--- config.mk ---
export PLATFORM = sky130hd
export DESIGN_NAME = pc_unit_flat
export DESIGN_NICKNAME = d
export VERILOG_FILES = /design/src/rtl/pc_unit_if.sv /design/src/rtl/pc_unit.sv /design/src/flat_wrapper.sv
export SDC_FILE = /design/constraint.sdc
export NUM_CORES = 1
export LEC_CHECK = 0
export CORE_MARGIN = 4
export CORE_UTILIZATION = 57
export DETAILED_ROUTE_END_ITERATION = 16
export PLACE_DENSITY_LB_ADDON = 0.05
export RECOVER_POWER = 50
export SETUP_SLACK_MARGIN = 0.3
export SYNTH_ARGS = -nofsm -noshare
export SYNTH_HDL_FRONTEND = slang
export SYNTH_SLANG_ARGS = --single-unit
--- constraint.sdc ---
create_clock -name clk -period 8.5 [get_ports clk]
set_clock_uncertainty 0.15 [all_clocks]
set_input_delay 1.7 -clock clk [delete_from_list [all_inputs] [get_ports clk]]
set_output_delay 1.7 -clock clk [all_outputs]
set_load 0.02 [all_outputs]
--- src/rtl/pc_unit_if.sv ---
// Fetch-stage PC unit bus: redirect, RAS and stall controls in; PC, prediction and status out.
// Every request input is a single-cycle valid strobe sampled at the rising clock edge; there is no ready, since the unit accepts each request, and stall/redirect only suppress RAS operations.
interface pc_unit_if #(parameter int WIDTH = 32);
  logic             stall;
  logic             redirect;
  logic [1:0]       redirect_mode;
  logic [WIDTH-1:0] redirect_base;
  logic [WIDTH-1:0] ImmOp;
  logic             ras_push;
  logic [WIDTH-1:0] ras_push_addr;
  logic             ras_pop;
  logic [WIDTH-1:0] PC;
  logic [WIDTH-1:0] next_PC;
  logic             misaligned;
  logic             ras_empty;
  logic             ras_full;

  modport master (
    output stall, redirect, redirect_mode, redirect_base, ImmOp,
           ras_push, ras_push_addr, ras_pop,
    input  PC, next_PC, misaligned, ras_empty, ras_full
  );

  modport slave (
    input  stall, redirect, redirect_mode, redirect_base, ImmOp,
           ras_push, ras_push_addr, ras_pop,
    output PC, next_PC, misaligned, ras_empty, ras_full
  );
endinterface

--- src/rtl/pc_unit.sv ---
// Program-counter register with next-PC selection (redirect > stall > RAS prediction > increment)
// and a circular return-address stack.
module pc_unit #(
  parameter int               WIDTH        = 32,
  parameter logic [WIDTH-1:0] RESET_VECTOR = '0,
  parameter logic [WIDTH-1:0] TRAP_VECTOR  = 'h100,
  parameter int               INC          = 4,
  parameter int               RAS_DEPTH    = 4
) (
  input  logic     clk,
  input  logic     rst_n,
  pc_unit_if.slave bus
);
  localparam int PW = $clog2(RAS_DEPTH);
  localparam int CW = PW + 1;
  localparam logic [1:0] MODE_JALR = 2'b01;
  localparam logic [1:0] MODE_TRAP = 2'b10;

  logic [WIDTH-1:0] pc_q;
  logic [WIDTH-1:0] next_pc;
  logic [WIDTH-1:0] target;
  logic [WIDTH-1:0] ras_top;
  logic             mis_q;
  logic [WIDTH-1:0] ras_mem [RAS_DEPTH];
  logic [PW-1:0]    ptr_q;
  logic [CW-1:0]    cnt_q;
  logic             empty;
  logic             full;
  logic             trap;
  logic             ras_en;
  logic             do_push;
  logic             do_pop;
  logic             do_replace;

  assign empty   = (cnt_q == '0);
  assign full    = (cnt_q == CW'(RAS_DEPTH));
  assign ras_top = ras_mem[ptr_q];

  always_comb begin
    target     = bus.redirect_base + bus.ImmOp;
    trap       = bus.redirect && (bus.redirect_mode == MODE_TRAP);
    ras_en     = !bus.stall && !bus.redirect;
    // Push and pop together on a non-empty stack is a tail call: swap the top in place.
    do_replace = ras_en && bus.ras_push && bus.ras_pop && !empty;
    do_push    = ras_en && bus.ras_push && !do_replace;
    do_pop     = ras_en && bus.ras_pop && !bus.ras_push && !empty;

    next_pc = pc_q + WIDTH'(INC);
    if (bus.redirect) begin
      case (bus.redirect_mode)
        MODE_JALR: next_pc = {target[WIDTH-1:1], 1'b0};
        MODE_TRAP: next_pc = TRAP_VECTOR;
        default:   next_pc = target;
      endcase
    end else if (bus.stall) begin
      next_pc = pc_q;
    end else if (bus.ras_pop && !empty) begin
      next_pc = ras_top;
    end
  end

  always_ff @(posedge clk or negedge rst_n) begin
    if (!rst_n) begin
      pc_q  <= RESET_VECTOR;
      mis_q <= 1'b0;
      ptr_q <= '0;
      cnt_q <= '0;
    end else begin
      pc_q <= next_pc;

      if (bus.redirect) begin
        mis_q <= !trap && (next_pc[1:0] != 2'b00);
      end else if (!bus.stall) begin
        mis_q <= 1'b0;
      end

      if (trap) begin
        cnt_q <= '0;
      end else if (do_push) begin
        ptr_q <= ptr_q + 1'b1;
        if (!full) cnt_q <= cnt_q + 1'b1;
      end else if (do_pop) begin
        ptr_q <= ptr_q - 1'b1;
        cnt_q <= cnt_q - 1'b1;
      end
    end
  end

  // Entry storage has no reset; only count/ptr define which entries are live.
  always_ff @(posedge clk) begin
    if (do_push) begin
      ras_mem[ptr_q + 1'b1] <= bus.ras_push_addr;
    end else if (do_replace) begin
      ras_mem[ptr_q] <= bus.ras_push_addr;
    end
  end

  assign bus.PC         = pc_q;
  assign bus.next_PC    = next_pc;
  assign bus.misaligned = mis_q;
  assign bus.ras_empty  = empty;
  assign bus.ras_full   = full;
endmodule
--- src/flat_wrapper.sv ---
// flat-port wrapper written by rule: the top's interface ports become plain ports
module pc_unit_flat 
#(
  parameter int               WIDTH        = 32,
  parameter logic [WIDTH-1:0] RESET_VECTOR = '0,
  parameter logic [WIDTH-1:0] TRAP_VECTOR  = 'h100,
  parameter int               INC          = 4,
  parameter int               RAS_DEPTH    = 4
)
  (clk, rst_n, bus_stall, bus_redirect, bus_redirect_mode, bus_redirect_base, bus_ImmOp, bus_ras_push, bus_ras_push_addr, bus_ras_pop, bus_PC, bus_next_PC, bus_misaligned, bus_ras_empty, bus_ras_full);
  pc_unit_if #(.WIDTH(WIDTH)) bus_i ();
  input  logic clk;
  input  logic rst_n;
  input wire logic [$bits(bus_i.stall)-1:0] bus_stall;
  input wire logic [$bits(bus_i.redirect)-1:0] bus_redirect;
  input wire logic [$bits(bus_i.redirect_mode)-1:0] bus_redirect_mode;
  input wire logic [$bits(bus_i.redirect_base)-1:0] bus_redirect_base;
  input wire logic [$bits(bus_i.ImmOp)-1:0] bus_ImmOp;
  input wire logic [$bits(bus_i.ras_push)-1:0] bus_ras_push;
  input wire logic [$bits(bus_i.ras_push_addr)-1:0] bus_ras_push_addr;
  input wire logic [$bits(bus_i.ras_pop)-1:0] bus_ras_pop;
  output wire logic [$bits(bus_i.PC)-1:0] bus_PC;
  output wire logic [$bits(bus_i.next_PC)-1:0] bus_next_PC;
  output wire logic [$bits(bus_i.misaligned)-1:0] bus_misaligned;
  output wire logic [$bits(bus_i.ras_empty)-1:0] bus_ras_empty;
  output wire logic [$bits(bus_i.ras_full)-1:0] bus_ras_full;
  assign bus_i.stall = bus_stall;
  assign bus_i.redirect = bus_redirect;
  assign bus_i.redirect_mode = bus_redirect_mode;
  assign bus_i.redirect_base = bus_redirect_base;
  assign bus_i.ImmOp = bus_ImmOp;
  assign bus_i.ras_push = bus_ras_push;
  assign bus_i.ras_push_addr = bus_ras_push_addr;
  assign bus_i.ras_pop = bus_ras_pop;
  assign bus_PC = bus_i.PC;
  assign bus_next_PC = bus_i.next_PC;
  assign bus_misaligned = bus_i.misaligned;
  assign bus_ras_empty = bus_i.ras_empty;
  assign bus_ras_full = bus_i.ras_full;
  pc_unit #(.WIDTH(WIDTH), .RESET_VECTOR(RESET_VECTOR), .TRAP_VECTOR(TRAP_VECTOR), .INC(INC), .RAS_DEPTH(RAS_DEPTH)) u_core (.clk(clk), .rst_n(rst_n), .bus(bus_i));
endmodule
==> run summary <==
The flow ran to the end, but the final reports show violations. The checks that failed: max-capacitance violations, max-slew violations. The initial utilization of the core area, before any placement, comes to 58.1%. The cell leakage power came out at 4.25 nW. The count of state elements after synthesis came out at 166. The global routing met2 resource utilization came out at 51.5%. The number of clock sinks is 166. Dividing the final minimum period by the clock period gives 84.4%.

No sink is reached through more buffers than the 2 on the longest clock path. The share of cells above drive strength 1 came out at 10.4%. TritonCTS built the clock tree. The area of the multi-input gates is 4180 um^2. The yosys synthesis warning count came out at 0. The max-cap violation count is 2. The final routed wire length divided by cell count came out at 24.5 um. The final hold slack came out at 0.465 ns. The layer flagged by global routing as most heavily used is met2.

The final design instance area without fill is 11700 um^2. From left edge to right edge, the die measures 135 um. STA classifies the critical path startpoint as an input pin. The category of the most critical setup path is in2out. The endpoint required time on the critical path came out at 6.65 ns. The number of nets produced by synthesis is 920. Counting the fill cells in the layout gives 1035. The final HPWL from detailed placement is 19600 um. The post-cts sizing count is 0. For this run, the leading register cell type out of synthesis is sky130_fd_sc_hd__edfxtp_1. The net count of the finished layout is 1080. The type of the tightest min-delay check is reg2reg. The total instance count after detailed placement is 1137. The post-detailed-route count of antenna-violating nets is 0.

The H-tree generated during clock tree synthesis spans 4 levels. The count of hold buffers inserted by post-cts repair is 0. The number of buffers added by the clock tree synthesis step came out at 17.

The setup fix buffers added after clock tree synthesis came out at 0. The number of cell rows came out at 46. The area growth from synthesis to layout is 26.6%. The proportion of synthesized chip area in sequential cells is 51.9%. The via count of the first global-routing pass came out at 7608. The number of detailed-route iterations in the first pass is 5. The wire length of the first global-routing pass is 44200 um. The total standard cell area after synthesis is 9240 um^2. The power density over cell area is 263 nW/um^2. The routed layout has 7739 vias. The data arrival time of the critical path is 5.33 ns.

The count of mapped cells out of synthesis is 780. The fraction of met1 tracks used by global routing came out at 43.6%. The minimum setup slack in the final design is 1.32 ns. The clock reaches the later pin of the worst-skew pair after 0.43 ns. The clock transition at the register clock pins on the worst setup and hold paths after CTS came out at 0.07 ns.

Timing analysis after detailed placement gives a worst setup slack of 1.52 ns. In the global route stage, overall resource usage came out at 31.7%. The number of DRC markers in iteration 0 is 919.

The vias per cell is 6.62. The final global-route overflow total came out at 0. The average cell area after synthesis came out at 11.8 um^2.

Setup repair after global routing left no endpoint under its margin. The minimum clock period after layout came out at 7.18 ns. Summed over all instances, the cell type with the most area after synthesis is sky130_fd_sc_hd__edfxtp_1. The post-synthesis cell type count is 79.

The synthesized design contains 128 enable-type register cells. The final routed wirelength across all metal layers is 28700 um. The DRC violations left is 0.

The post-synthesis async set-or-reset flop share is 22.9%. For this run, global-route usage on met3 was measured as 6.43%. The capturing element type of the critical path is an output pin. Entering global routing, the biggest net connects 47 pins.

The transition at the pin with the smallest max-transition slack is 2.42 ns. The worst voltage drop across the vdd grid came out at 205 uV. 171 I/O pins were placed.

Summed over its instances, the top area cell type makes up 41.6% of the synthesized netlist area. The number of slew-limit violations in the final report came to 80. The final count of hold timing violations is 0.

The area taken by flip-flops and latches is 4800 um^2. The die covers 18300 um^2. By area the synthesized netlist is led by sky130_fd_sc_hd__edfxtp_1 (42%), sky130_fd_sc_hd__dfrtp_1 (10%), sky130_fd_sc_hd__mux4_2 (7.8%). The cell area after placement is 11100 um^2. The number of antenna violations at the first check in global routing came out at 0.

The final non-filler cell total came out at 1169. Sorting the synthesized cells by how often they occur yields sky130_fd_sc_hd__edfxtp_1 (128), sky130_fd_sc_hd__a21oi_1 (71), sky130_fd_sc_hd__nor2_1 (56). At the end of routability-driven placement, the weighted congestion stood at 0.906. Input and output buffers added on the ports amount to 170. The maximum clock frequency is 139 MHz. The relative slew slack is -61.6%.

The final number of setup-violating endpoints came out at 0. 0 antenna diodes ended up in the layout. The die height is 135 um. The root buffer cell chosen for the clock tree is sky130_fd_sc_hd__clkbuf_16. Summed over all failing endpoints, the final setup total negative slack is 0 ns. The area of the core is 15900 um^2.

The maximum fanout encountered on the critical timing path is 40. sky130_fd_sc_hd__edfxtp_1 is the most common cell in the netlist.
## path summary, 6_finish.rpt
check / start / endpoint / slack (ns) / cells after the start
max in group asynchronous: rst_n / u_core.ptr_q[0] / 4.80 / 1
hold / removal: u_core.bus.misaligned / u_core.bus.misaligned / 0.47 / 2
min in group asynchronous: rst_n / u_core.bus.PC[8] / 1.85 / 1
setup / recovery: bus_ras_pop / bus_next_PC[0] / 1.32 / 7
setup reg to reg: u_core.cnt_q[2] / u_core.bus.misaligned / 4.64 / 7
hold reg to reg: u_core.bus.misaligned / u_core.bus.misaligned / 0.47 / 2
## worst max-delay path, stage by stage
cell and delay, ns:
sky130_fd_sc_hd__clkdlybuf4s50_1 0.51, sky130_fd_sc_hd__o31ai_4 0.21, sky130_fd_sc_hd__clkbuf_1 1.24, sky130_fd_sc_hd__nor2_1 0.34
sky130_fd_sc_hd__mux2i_1 0.23, sky130_fd_sc_hd__o21ai_0 0.37, sky130_fd_sc_hd__clkdlybuf4s50_1 0.71
## logic make-up after synthesis
group                      Yosys count  share of synthesized area (%)
AOI/OAI and AO/OA                  242                           17.3
xor gates and xnor gates            26                           2.47
adders and majority gates           36                           5.04
buffers and inverters               62                           3.12
DFF                                166                           51.9
muxes                               39                           8.56
and+or+nand+nor                    209                           11.6
## where the power goes
part	switching (W)	leakage, nW	internal, W
Clock	0.000357	0.287	0.000419
Sequential	0.000115	1.63	0.000976
Combinational	0.000696	2.33	0.000518
## layer usage
layer / vias to the layer above / part of all wire (%)
met5: - / 0
met1: 3729 / 40
met3: 67 / 9.8
met2: 544 / 48
li1: 3399 / -
met4: 0 / 2.4
## layout make-up
cell class,count,area share (%)
tap,216,2.31
clock buffer,18,3.67
multi-input combinational,552,35.8
clock inverter,14,1.34
sequential,166,41.0
inverter,21,0.674
timing repair buffer,182,15.2
## state kept, by name, summed over array words and instances, names as in the netlist
signal / count
u_core.cnt_q: 3
u_core.ras_mem: 128
u_core.bus.PC: 32
u_core.bus.misaligned: 1
u_core.ptr_q: 2
## placed cells by master, fill, tap and decap left out, drive strengths merged, types with 6 or more instances in the layout
master         instances
a21o                  20
a21oi                 72
a31oi                 11
and3                  13
buf                   11
clkbuf                20
clkdlybuf4s50        105
dfrtp                 38
dlygate4sd3           64
edfxtp               128
ha                    34
inv                   31
mux2i                  7
mux4                  32
nand2                 54
nand3                 26
nand4                 14
nor2                  56
nor3                  11
nor4                   7
o21ai                 48
o21bai                 6
o221ai                 7
o22ai                 20
o31ai                  6
xnor2                 18
xor2                   8
## stage by stage
step                      utilization [%]  power (W)
after floorplan                         -    0.00181
after global placement               70.0    0.00227
after detailed placement             70.0    0.00230
after CTS                            73.6    0.00309
after global routing                 73.6    0.00321
final                                73.6    0.00308
No activity file was read; power rests on OpenSTA's default activity.
